**src/rtl/axi_slave_regfile_if.sv**
```systemverilog
// AXI3-style bus bundle between the nysa AXI master and the slave register bank.
// Signal names keep the master's i_/o_ prefixes as seen from the slave side.
interface axi_slave_regfile_if #(
  parameter int DATA_WIDTH = 32,
  parameter int ADDR_WIDTH = 32
);
  logic [3:0]            i_awid;
  logic [ADDR_WIDTH-1:0] i_awaddr;
  logic [3:0]            i_awlen;
  logic [2:0]            i_awsize;
  logic [1:0]            i_awburst;
  logic [1:0]            i_awlock;
  logic [3:0]            i_awcache;
  logic [2:0]            i_awprot;
  logic                  i_awvalid;
  logic                  o_awready;

  logic [3:0]            i_wid;
  logic [DATA_WIDTH-1:0] i_wdata;
  logic [DATA_WIDTH/8:0] i_wstrobe;
  logic                  i_wlast;
  logic                  i_wvalid;
  logic                  o_wready;

  logic [3:0]            o_bid;
  logic [1:0]            o_bresp;
  logic                  o_bvalid;
  logic                  i_bready;

  logic [3:0]            i_arid;
  logic [ADDR_WIDTH-1:0] i_araddr;
  logic [3:0]            i_arlen;
  logic [2:0]            i_arsize;
  logic [1:0]            i_arburst;
  logic [1:0]            i_arlock;
  logic [3:0]            i_arcache;
  logic [2:0]            i_arprot;
  logic                  i_arvalid;
  logic                  o_arready;

  logic [3:0]            o_rid;
  logic [DATA_WIDTH-1:0] o_rdata;
  logic [1:0]            o_rresp;
  logic                  o_rlast;
  logic                  o_rvalid;
  logic                  i_rready;

  modport slave (
    input  i_awid, i_awaddr, i_awlen, i_awsize, i_awburst, i_awlock, i_awcache, i_awprot, i_awvalid,
    output o_awready,
    input  i_wid, i_wdata, i_wstrobe, i_wlast, i_wvalid,
    output o_wready,
    output o_bid, o_bresp, o_bvalid,
    input  i_bready,
    input  i_arid, i_araddr, i_arlen, i_arsize, i_arburst, i_arlock, i_arcache, i_arprot, i_arvalid,
    output o_arready,
    output o_rid, o_rdata, o_rresp, o_rlast, o_rvalid,
    input  i_rready
  );

  modport master (
    output i_awid, i_awaddr, i_awlen, i_awsize, i_awburst, i_awlock, i_awcache, i_awprot, i_awvalid,
    input  o_awready,
    output i_wid, i_wdata, i_wstrobe, i_wlast, i_wvalid,
    input  o_wready,
    input  o_bid, o_bresp, o_bvalid,
    output i_bready,
    output i_arid, i_araddr, i_arlen, i_arsize, i_arburst, i_arlock, i_arcache, i_arprot, i_arvalid,
    input  o_arready,
    input  o_rid, o_rdata, o_rresp, o_rlast, o_rvalid,
    output i_rready
  );
endinterface

```
**src/rtl/axi_slave_regfile.sv**
```systemverilog
// AXI3-style slave register bank of 2**ADDR_DEPTH words with FIXED/INCR bursts of 1-16 beats.
// Define AXI_SLAVE_WSTRB_EN to honour per-byte write strobes; otherwise accepted beats write whole words.
module axi_slave_regfile #(
  parameter int                    DATA_WIDTH = 32,
  parameter int                    ADDR_WIDTH = 32,
  parameter int                    ADDR_DEPTH = 4,
  parameter logic [ADDR_WIDTH-1:0] BASE_ADDR  = '0
) (
  input logic               clk,
  input logic               rst,
  axi_slave_regfile_if.slave bus
);
  localparam int         WORDS  = 2 ** ADDR_DEPTH;
  localparam logic [1:0] OKAY   = 2'd0;
  localparam logic [1:0] SLVERR = 2'd2;
  localparam logic [1:0] DECERR = 2'd3;

  typedef logic [ADDR_DEPTH-1:0] idx_t;
  typedef enum logic [1:0] {W_IDLE, W_DATA, W_RESP} w_state_t;
  typedef enum logic       {R_IDLE, R_DATA}         r_state_t;

  function automatic logic [1:0] decode_resp(input logic [ADDR_WIDTH-1:0] addr,
                                             input logic [2:0] size, input logic [1:0] burst);
    if (addr[ADDR_WIDTH-1:ADDR_DEPTH+2] != BASE_ADDR[ADDR_WIDTH-1:ADDR_DEPTH+2]) return DECERR;
    if (size != 3'd2 || burst[1]) return SLVERR;
    return OKAY;
  endfunction

  // FIXED bursts hold the index; INCR wraps modulo the word count.
  function automatic idx_t step_idx(input idx_t idx, input logic fixed);
    return fixed ? idx : idx_t'(idx + 1'b1);
  endfunction

  logic [DATA_WIDTH-1:0] mem_q [WORDS];
  logic [DATA_WIDTH-1:0] mem_d [WORDS];

  w_state_t   w_state_q, w_state_d;
  logic [3:0] aw_id_q, aw_id_d, aw_len_q, aw_len_d, w_cnt_q, w_cnt_d;
  idx_t       aw_idx_q, aw_idx_d;
  logic       aw_fixed_q, aw_fixed_d, lerr_q, lerr_d;
  logic [1:0] aw_resp_q, aw_resp_d;

  r_state_t              r_state_q, r_state_d;
  logic [3:0]            ar_id_q, ar_id_d, ar_len_q, ar_len_d, r_cnt_q, r_cnt_d;
  idx_t                  ar_idx_q, ar_idx_d, ar_idx_next;
  logic                  ar_fixed_q, ar_fixed_d;
  logic [1:0]            r_resp_q, r_resp_d;
  logic [DATA_WIDTH-1:0] rdata_q, rdata_d;

  logic aw_ready, ar_ready, w_last;

  assign aw_ready = (w_state_q == W_IDLE) && !rst;
  assign ar_ready = (r_state_q == R_IDLE) && !rst;
  assign w_last   = (w_cnt_q == aw_len_q);

  // NOTE: every variable gets its hold value first so no path through the case infers a latch.
  always_comb begin
    w_state_d  = w_state_q;
    aw_id_d    = aw_id_q;
    aw_len_d   = aw_len_q;
    aw_idx_d   = aw_idx_q;
    aw_fixed_d = aw_fixed_q;
    aw_resp_d  = aw_resp_q;
    lerr_d     = lerr_q;
    w_cnt_d    = w_cnt_q;
    mem_d      = mem_q;
    case (w_state_q)
      W_IDLE: if (bus.i_awvalid && aw_ready) begin
        aw_id_d    = bus.i_awid;
        aw_len_d   = bus.i_awlen;
        aw_idx_d   = bus.i_awaddr[ADDR_DEPTH+1:2];
        aw_fixed_d = (bus.i_awburst == 2'd0);
        aw_resp_d  = decode_resp(bus.i_awaddr, bus.i_awsize, bus.i_awburst);
        lerr_d     = 1'b0;
        w_cnt_d    = '0;
        w_state_d  = W_DATA;
      end
      W_DATA: if (bus.i_wvalid) begin
        // The write gate uses the decode result only, so a wlast mismatch never blocks data.
        if (aw_resp_q == OKAY) begin
`ifdef AXI_SLAVE_WSTRB_EN
          for (int k = 0; k < DATA_WIDTH / 8; k++)
            if (bus.i_wstrobe[k]) mem_d[aw_idx_q][8*k +: 8] = bus.i_wdata[8*k +: 8];
`else
          mem_d[aw_idx_q] = bus.i_wdata;
`endif
        end
        if (bus.i_wlast != w_last) lerr_d = 1'b1;
        w_cnt_d  = w_cnt_q + 4'd1;
        aw_idx_d = step_idx(aw_idx_q, aw_fixed_q);
        if (w_last) w_state_d = W_RESP;
      end
      W_RESP:  if (bus.i_bready) w_state_d = W_IDLE;
      default: w_state_d = W_IDLE;
    endcase
  end

  always_comb begin
    r_state_d   = r_state_q;
    ar_id_d     = ar_id_q;
    ar_len_d    = ar_len_q;
    ar_idx_d    = ar_idx_q;
    ar_fixed_d  = ar_fixed_q;
    r_resp_d    = r_resp_q;
    r_cnt_d     = r_cnt_q;
    rdata_d     = rdata_q;
    ar_idx_next = step_idx(ar_idx_q, ar_fixed_q);
    case (r_state_q)
      R_IDLE: if (bus.i_arvalid && ar_ready) begin
        ar_id_d    = bus.i_arid;
        ar_len_d   = bus.i_arlen;
        ar_idx_d   = bus.i_araddr[ADDR_DEPTH+1:2];
        ar_fixed_d = (bus.i_arburst == 2'd0);
        r_resp_d   = decode_resp(bus.i_araddr, bus.i_arsize, bus.i_arburst);
        r_cnt_d    = '0;
        rdata_d    = (r_resp_d == OKAY) ? mem_q[ar_idx_d] : '0;
        r_state_d  = R_DATA;
      end
      R_DATA: if (bus.i_rready) begin
        if (r_cnt_q == ar_len_q) begin
          r_state_d = R_IDLE;
        end else begin
          // Prefetch the next beat on the same edge so rready held high streams 1 beat/clk.
          r_cnt_d  = r_cnt_q + 4'd1;
          ar_idx_d = ar_idx_next;
          rdata_d  = (r_resp_q == OKAY) ? mem_q[ar_idx_next] : '0;
        end
      end
      default: r_state_d = R_IDLE;
    endcase
  end

  // NOTE: sequential state uses <= so every flop samples the pre-edge values of its neighbours.
  always_ff @(posedge clk) begin
    if (rst) begin
      w_state_q  <= W_IDLE;
      aw_id_q    <= '0;
      aw_len_q   <= '0;
      aw_idx_q   <= '0;
      aw_fixed_q <= 1'b0;
      aw_resp_q  <= OKAY;
      lerr_q     <= 1'b0;
      w_cnt_q    <= '0;
      r_state_q  <= R_IDLE;
      ar_id_q    <= '0;
      ar_len_q   <= '0;
      ar_idx_q   <= '0;
      ar_fixed_q <= 1'b0;
      r_resp_q   <= OKAY;
      r_cnt_q    <= '0;
      rdata_q    <= '0;
      // NOTE: the word array is reset too, since software relies on config registers reading 0.
      mem_q      <= '{default: '0};
    end else begin
      w_state_q  <= w_state_d;
      aw_id_q    <= aw_id_d;
      aw_len_q   <= aw_len_d;
      aw_idx_q   <= aw_idx_d;
      aw_fixed_q <= aw_fixed_d;
      aw_resp_q  <= aw_resp_d;
      lerr_q     <= lerr_d;
      w_cnt_q    <= w_cnt_d;
      r_state_q  <= r_state_d;
      ar_id_q    <= ar_id_d;
      ar_len_q   <= ar_len_d;
      ar_idx_q   <= ar_idx_d;
      ar_fixed_q <= ar_fixed_d;
      r_resp_q   <= r_resp_d;
      r_cnt_q    <= r_cnt_d;
      rdata_q    <= rdata_d;
      mem_q      <= mem_d;
    end
  end

  assign bus.o_awready = aw_ready;
  assign bus.o_wready  = (w_state_q == W_DATA);
  assign bus.o_bvalid  = (w_state_q == W_RESP);
  assign bus.o_bid     = aw_id_q;
  assign bus.o_bresp   = (aw_resp_q == OKAY && lerr_q) ? SLVERR : aw_resp_q;

  assign bus.o_arready = ar_ready;
  assign bus.o_rvalid  = (r_state_q == R_DATA);
  assign bus.o_rid     = ar_id_q;
  assign bus.o_rdata   = rdata_q;
  assign bus.o_rresp   = r_resp_q;
  assign bus.o_rlast   = (r_state_q == R_DATA) && (r_cnt_q == ar_len_q);

  logic unused_inputs;
`ifdef AXI_SLAVE_WSTRB_EN
  assign unused_inputs = ^{bus.i_wstrobe[DATA_WIDTH/8], bus.i_wid, bus.i_awlock, bus.i_awcache,
                           bus.i_awprot, bus.i_arlock, bus.i_arcache, bus.i_arprot,
                           bus.i_awaddr[1:0], bus.i_araddr[1:0]};
`else
  assign unused_inputs = ^{bus.i_wstrobe, bus.i_wid, bus.i_awlock, bus.i_awcache,
                           bus.i_awprot, bus.i_arlock, bus.i_arcache, bus.i_arprot,
                           bus.i_awaddr[1:0], bus.i_araddr[1:0]};
`endif
endmodule
```
**src/flat_wrapper.sv**
```systemverilog
// flat-port wrapper written by rule: the top's interface ports become plain ports
module axi_slave_regfile_flat 
#(
  parameter int                    DATA_WIDTH = 32,
  parameter int                    ADDR_WIDTH = 32,
  parameter int                    ADDR_DEPTH = 4,
  parameter logic [ADDR_WIDTH-1:0] BASE_ADDR  = '0
)
  (clk, rst, bus_i_awid, bus_i_awaddr, bus_i_awlen, bus_i_awsize, bus_i_awburst, bus_i_awlock, bus_i_awcache, bus_i_awprot, bus_i_awvalid, bus_o_awready, bus_i_wid, bus_i_wdata, bus_i_wstrobe, bus_i_wlast, bus_i_wvalid, bus_o_wready, bus_o_bid, bus_o_bresp, bus_o_bvalid, bus_i_bready, bus_i_arid, bus_i_araddr, bus_i_arlen, bus_i_arsize, bus_i_arburst, bus_i_arlock, bus_i_arcache, bus_i_arprot, bus_i_arvalid, bus_o_arready, bus_o_rid, bus_o_rdata, bus_o_rresp, bus_o_rlast, bus_o_rvalid, bus_i_rready);
  axi_slave_regfile_if #(.DATA_WIDTH(DATA_WIDTH), .ADDR_WIDTH(ADDR_WIDTH)) bus_i ();
  input logic clk;
  input logic rst;
  input wire logic [$bits(bus_i.i_awid)-1:0] bus_i_awid;
  input wire logic [$bits(bus_i.i_awaddr)-1:0] bus_i_awaddr;
  input wire logic [$bits(bus_i.i_awlen)-1:0] bus_i_awlen;
  input wire logic [$bits(bus_i.i_awsize)-1:0] bus_i_awsize;
  input wire logic [$bits(bus_i.i_awburst)-1:0] bus_i_awburst;
  input wire logic [$bits(bus_i.i_awlock)-1:0] bus_i_awlock;
  input wire logic [$bits(bus_i.i_awcache)-1:0] bus_i_awcache;
  input wire logic [$bits(bus_i.i_awprot)-1:0] bus_i_awprot;
  input wire logic [$bits(bus_i.i_awvalid)-1:0] bus_i_awvalid;
  output wire logic [$bits(bus_i.o_awready)-1:0] bus_o_awready;
  input wire logic [$bits(bus_i.i_wid)-1:0] bus_i_wid;
  input wire logic [$bits(bus_i.i_wdata)-1:0] bus_i_wdata;
  input wire logic [$bits(bus_i.i_wstrobe)-1:0] bus_i_wstrobe;
  input wire logic [$bits(bus_i.i_wlast)-1:0] bus_i_wlast;
  input wire logic [$bits(bus_i.i_wvalid)-1:0] bus_i_wvalid;
  output wire logic [$bits(bus_i.o_wready)-1:0] bus_o_wready;
  output wire logic [$bits(bus_i.o_bid)-1:0] bus_o_bid;
  output wire logic [$bits(bus_i.o_bresp)-1:0] bus_o_bresp;
  output wire logic [$bits(bus_i.o_bvalid)-1:0] bus_o_bvalid;
  input wire logic [$bits(bus_i.i_bready)-1:0] bus_i_bready;
  input wire logic [$bits(bus_i.i_arid)-1:0] bus_i_arid;
  input wire logic [$bits(bus_i.i_araddr)-1:0] bus_i_araddr;
  input wire logic [$bits(bus_i.i_arlen)-1:0] bus_i_arlen;
  input wire logic [$bits(bus_i.i_arsize)-1:0] bus_i_arsize;
  input wire logic [$bits(bus_i.i_arburst)-1:0] bus_i_arburst;
  input wire logic [$bits(bus_i.i_arlock)-1:0] bus_i_arlock;
  input wire logic [$bits(bus_i.i_arcache)-1:0] bus_i_arcache;
  input wire logic [$bits(bus_i.i_arprot)-1:0] bus_i_arprot;
  input wire logic [$bits(bus_i.i_arvalid)-1:0] bus_i_arvalid;
  output wire logic [$bits(bus_i.o_arready)-1:0] bus_o_arready;
  output wire logic [$bits(bus_i.o_rid)-1:0] bus_o_rid;
  output wire logic [$bits(bus_i.o_rdata)-1:0] bus_o_rdata;
  output wire logic [$bits(bus_i.o_rresp)-1:0] bus_o_rresp;
  output wire logic [$bits(bus_i.o_rlast)-1:0] bus_o_rlast;
  output wire logic [$bits(bus_i.o_rvalid)-1:0] bus_o_rvalid;
  input wire logic [$bits(bus_i.i_rready)-1:0] bus_i_rready;
  assign bus_i.i_awid = bus_i_awid;
  assign bus_i.i_awaddr = bus_i_awaddr;
  assign bus_i.i_awlen = bus_i_awlen;
  assign bus_i.i_awsize = bus_i_awsize;
  assign bus_i.i_awburst = bus_i_awburst;
  assign bus_i.i_awlock = bus_i_awlock;
  assign bus_i.i_awcache = bus_i_awcache;
  assign bus_i.i_awprot = bus_i_awprot;
  assign bus_i.i_awvalid = bus_i_awvalid;
  assign bus_o_awready = bus_i.o_awready;
  assign bus_i.i_wid = bus_i_wid;
  assign bus_i.i_wdata = bus_i_wdata;
  assign bus_i.i_wstrobe = bus_i_wstrobe;
  assign bus_i.i_wlast = bus_i_wlast;
  assign bus_i.i_wvalid = bus_i_wvalid;
  assign bus_o_wready = bus_i.o_wready;
  assign bus_o_bid = bus_i.o_bid;
  assign bus_o_bresp = bus_i.o_bresp;
  assign bus_o_bvalid = bus_i.o_bvalid;
  assign bus_i.i_bready = bus_i_bready;
  assign bus_i.i_arid = bus_i_arid;
  assign bus_i.i_araddr = bus_i_araddr;
  assign bus_i.i_arlen = bus_i_arlen;
  assign bus_i.i_arsize = bus_i_arsize;
  assign bus_i.i_arburst = bus_i_arburst;
  assign bus_i.i_arlock = bus_i_arlock;
  assign bus_i.i_arcache = bus_i_arcache;
  assign bus_i.i_arprot = bus_i_arprot;
  assign bus_i.i_arvalid = bus_i_arvalid;
  assign bus_o_arready = bus_i.o_arready;
  assign bus_o_rid = bus_i.o_rid;
  assign bus_o_rdata = bus_i.o_rdata;
  assign bus_o_rresp = bus_i.o_rresp;
  assign bus_o_rlast = bus_i.o_rlast;
  assign bus_o_rvalid = bus_i.o_rvalid;
  assign bus_i.i_rready = bus_i_rready;
  axi_slave_regfile #(.DATA_WIDTH(DATA_WIDTH), .ADDR_WIDTH(ADDR_WIDTH), .ADDR_DEPTH(ADDR_DEPTH), .BASE_ADDR(BASE_ADDR)) u_core (.clk(clk), .rst(rst), .bus(bus_i));
endmodule
```
**config.mk**
```make
export PLATFORM = sky130hd
export DESIGN_NAME = axi_slave_regfile_flat
export DESIGN_NICKNAME = d
export VERILOG_FILES = /design/src/rtl/axi_slave_regfile_if.sv /design/src/rtl/axi_slave_regfile.sv /design/src/flat_wrapper.sv
export SDC_FILE = /design/constraint.sdc
export NUM_CORES = 2
export LEC_CHECK = 0
export CORE_MARGIN = 2
export CORE_UTILIZATION = 45
export CTS_BUF_LIST = sky130_fd_sc_hd__clkbuf_8
export DETAILED_ROUTE_END_ITERATION = 16
export SLEW_MARGIN = 20
export SYNTH_ARGS = -nofsm -noshare
export SYNTH_HDL_FRONTEND = slang
export SYNTH_SLANG_ARGS = --single-unit
```
**constraint.sdc**
```tcl
create_clock -name clk -period 2.4 [get_ports clk]
set_input_delay 0.36 -clock clk [delete_from_list [all_inputs] [get_ports clk]]
set_output_delay 0.36 -clock clk [all_outputs]
set_load 0.01 [all_outputs]
```
==> flow_summary.json <==
{
  "gp_congestion": 0.876,
  "yosysWarnings": 0,
  "drt_drc_violations_left": 0,
  "cts_buffer_depth": 3,
  "ios": 207,
  "max_freq_mhz": 427,
  "wl_um": 128000,
  "fp.dieArea_um2": 76600,
  "htreeDepth": 3,
  "grt_max_degree": 160,
  "clkTransAtPathRegs_ns": 0.07,
  "dpl_worst_slack_ns": -0.156,
  "p_per_area_nw_per_um2": 598,
  "cp_slowest_cell": "nor2_4",
  "layout_setup_ws_ns": 0.0588,
  "cellLeakagePower_nw": 12.9,
  "avgSynthCellArea_um2": 8.68,
  "clock_sinks": 586,
  "finalHoldViolCount": 0,
  "grt_pass1_vias": 28900,
  "cp.arrival_ns": 2.91,
  "ant_nets": 0,
  "p_total_mw": 23.6,
  "cap_violations": 0,
  "dr.first_iter.drc_count": 3385,
  "crit_cells": 7,
  "rows": 100,
  "synth_nets": 4022,
  "finalCritPeriodShare_pct": 97.5,
  "die_w_um": 277,
  "cts_made_buffers": 101,
  "crit_family": "simple AND/OR/NAND/NOR gates",
  "drive_gt1_share_pct": 19.0,
  "wl_per_cell_um": 25.8,
  "synth_edf_count": 0,
  "gr-usage-all-layers_pct": 32.7,
  "drt_pass1_iterations": 6,
  "cp.buffers_inverters": 2,
  "ir_worst_vdd_mv": 0.437,
  "nFillCells": 6846,
  "seq_area_frac_synth_pct": 35.0,
  "dpl_cell_area_um2": 37300,
  "crit_chain": "buf_6 > nor2_4 > buf_4 > a221o_1 > nand2_1 > o2111ai_1 > a311oi_1",
  "max_stage_delay_ns": 0.79,
  "io_buffers": 175,
  "max-slew-margin-rel_pct": 30.1,
  "dp_hpwl_um": 77900,
  "layout_common_cells": "1,196 x nand2_1, 579 x dfxtp_1, 561 x a21oi_1",
  "cts_tree": "done",
  "start_util_pct": 45.2,
  "antenna_found_initial": 6,
  "critPathCaptureType": "flop",
  "fin_crit_ns": 2.34,
  "final_max_slew_viol_count": 0,
  "fp.coreArea_um2": 74100,
  "setup_viol": 0,
  "hold_depth": 3,
  "final_common_cell": "nand2_1",
  "syn-cell-area_um2": 33500,
  "status": "complete, no violations",
  "utilization_pct": 53.4,
  "required_ns": 2.97,
  "finClkSkew_ns": 0.0409,
  "stdcell_area_um2": 39500,
  "synth.distinct_cells": 61,
  "min_path_type": "in -> reg",
  "root_buffer": "clkbuf_8",
  "clkLatencyLatePin_ns": 0.73,
  "critPathLaunchType": "flop",
  "grt_pass1_wl_um": 190000,
  "postSynth.topFlopCell": "dfxtp_1",
  "rsz0062_at_grt": "yes",
  "grt_remaining_overflow": 0,
  "syn_to_final_growth_pct": 18.1,
  "finalNetCount": 4075,
  "via_count": 30800,
  "detail_route.vias_per_cell": 6.21,
  "synth_cells": 3858,
  "r2r_cells": 7,
  "die_height_um": 277,
  "postSynth.asyncResetShare_pct": 0,
  "critPathMaxFanout": 21,
  "path_class": "reg -> reg",
  "worstMarginPinSlew_ns": 1.05,
  "yosys_register_bits": 586
}
repair_timing:
item	4_1_cts	5_1_grt
hold buffers	1	0
hold endpoints to repair	16	0
pin swaps	1	1
setup endpoints to repair	2	24
resized for setup	6	9
cloned	0	1
setup buffers	1	0
cells in the mapped netlist (all sizes together), types with 2 or more instances:
cell / count / area share [%]
a21o: 3 / 0.067
buf: 170 / 3.5
xor2: 16 / 0.44
o32ai: 2 / 0.052
mux2: 91 / 3.1
o221ai: 28 / 0.73
a22o: 29 / 0.76
ha: 7 / 0.26
nand2b: 13 / 0.24
a221o: 28 / 0.84
nor4: 16 / 0.39
nand2: 1209 / 14
inv: 8 / 0.090
mux2i: 156 / 4.7
a311oi: 34 / 0.89
o2111ai: 31 / 0.81
o21bai: 4 / 0.090
a221oi: 3 / 0.078
a22oi: 6 / 0.13
nand3b: 5 / 0.11
clkbuf: 238 / 2.7
nor3: 15 / 0.28
and2: 10 / 0.19
a211oi: 2 / 0.045
o211ai: 35 / 0.78
nor2b: 6 / 0.11
o22ai: 61 / 1.1
a21oi: 562 / 8.4
nand3: 11 / 0.16
o31ai: 2 / 0.045
a32oi: 3 / 0.078
nand4: 5 / 0.093
dfxtp: 586 / 35
nor3b: 7 / 0.16
mux4: 260 / 17
o21ai: 45 / 0.67
xnor2: 3 / 0.078
nor2: 138 / 1.6
layout make-up:
type | instances | area (µm²) | area share, %
inverters | 8 | 31.3 | 0.0791
clock inverters | 38 | 200 | 0.506
repair buffers | 358 | 4440 | 11.2
flip-flops and latches | 586 | 11700 | 29.7
clock buffers | 142 | 1950 | 4.94
well taps | 969 | 1210 | 3.07
diodes | 2 | 5.00 | 0.0127
multi-input cells | 2856 | 20000 | 50.5
per-stage QoR:
step	TNS, ns	cells	hold slack, ns
floorplan	0	3858	0.443
global placement	-4.89	4774	0.442
detailed placement	-6.28	4774	0.450
CTS	0	4956	0.149
global route	-0.0312	4958	0.188
finish	0	4959	0.188
report_power, final:
| part | total (mW) | switching [mW] | internal [mW] |
|---|---|---|---|
| sequential | 10.0 | 0.165 | 9.87 |
| combinational | 3.89 | 2.27 | 1.61 |
| clock | 9.72 | 4.39 | 5.33 |
| total | 23.6 | 6.83 | 16.8 |
worst register-to-register path: cells and delay by family (launching register included):
kind,cells,cell delay [ns]
and+or+nand+nor,2,0.87
buffers and inverters,2,0.54
AOI/OAI and AO/OA,3,0.43
DFF,1,0.37
kinds of logic after synthesis:
family | after synthesis | synth area share [%]
mux | 507 | 25.2
compound gates | 880 | 15.7
flops | 586 | 35.0
buf+inv | 416 | 6.24
simple gates | 1443 | 17.1
xor+xnor | 19 | 0.519
fa+ha+maj | 7 | 0.262
registers in the layout, indices dropped and copies added (netlist names):
name,count
u_core.w_cnt_q,4
u_core.aw_resp_q,2
u_core.ar_len_q,4
u_core.aw_idx_q,4
u_core.lerr_q,1
u_core.bus.o_rid,4
u_core.r_cnt_q,4
u_core.ar_idx_q,4
u_core.mem_q,512
u_core.bus.o_bid,4
u_core.w_state_q,2
u_core.bus.o_rvalid,1
u_core.bus.o_rresp,2
u_core.aw_fixed_q,1
u_core.aw_len_q,4
u_core.ar_fixed_q,1
u_core.bus.o_rdata,32
routing by layer:
layer  global-route usage [%]  vias to the layer above  part of all wire [%]
li1                         -                    13800                     -
met1                     43.9                    15000                    41
met2                     52.3                     1637                    46
met5                        0                        -                 0.039
met3                     5.54                      346                   9.2
met4                     13.6                        8                   4.1
final timing paths:
path                            slack (ns)                              from                                  to
worst max-delay path                  0.06   u_core.ar_idx_q[0]$_SDFFE_PP0P_  u_core.bus.o_rdata[0]$_SDFFE_PP0P_
worst min-delay path                  0.19                    bus_i_awlen[3]     u_core.aw_len_q[3]$_SDFFE_PP0P_
worst max register to register        0.06   u_core.ar_idx_q[0]$_SDFFE_PP0P_  u_core.bus.o_rdata[0]$_SDFFE_PP0P_
worst min register to register        0.46  u_core.bus.o_bid[1]$_SDFFE_PP0P_    u_core.bus.o_bid[1]$_SDFFE_PP0P_
No activity file was read; power rests on OpenSTA's default activity.
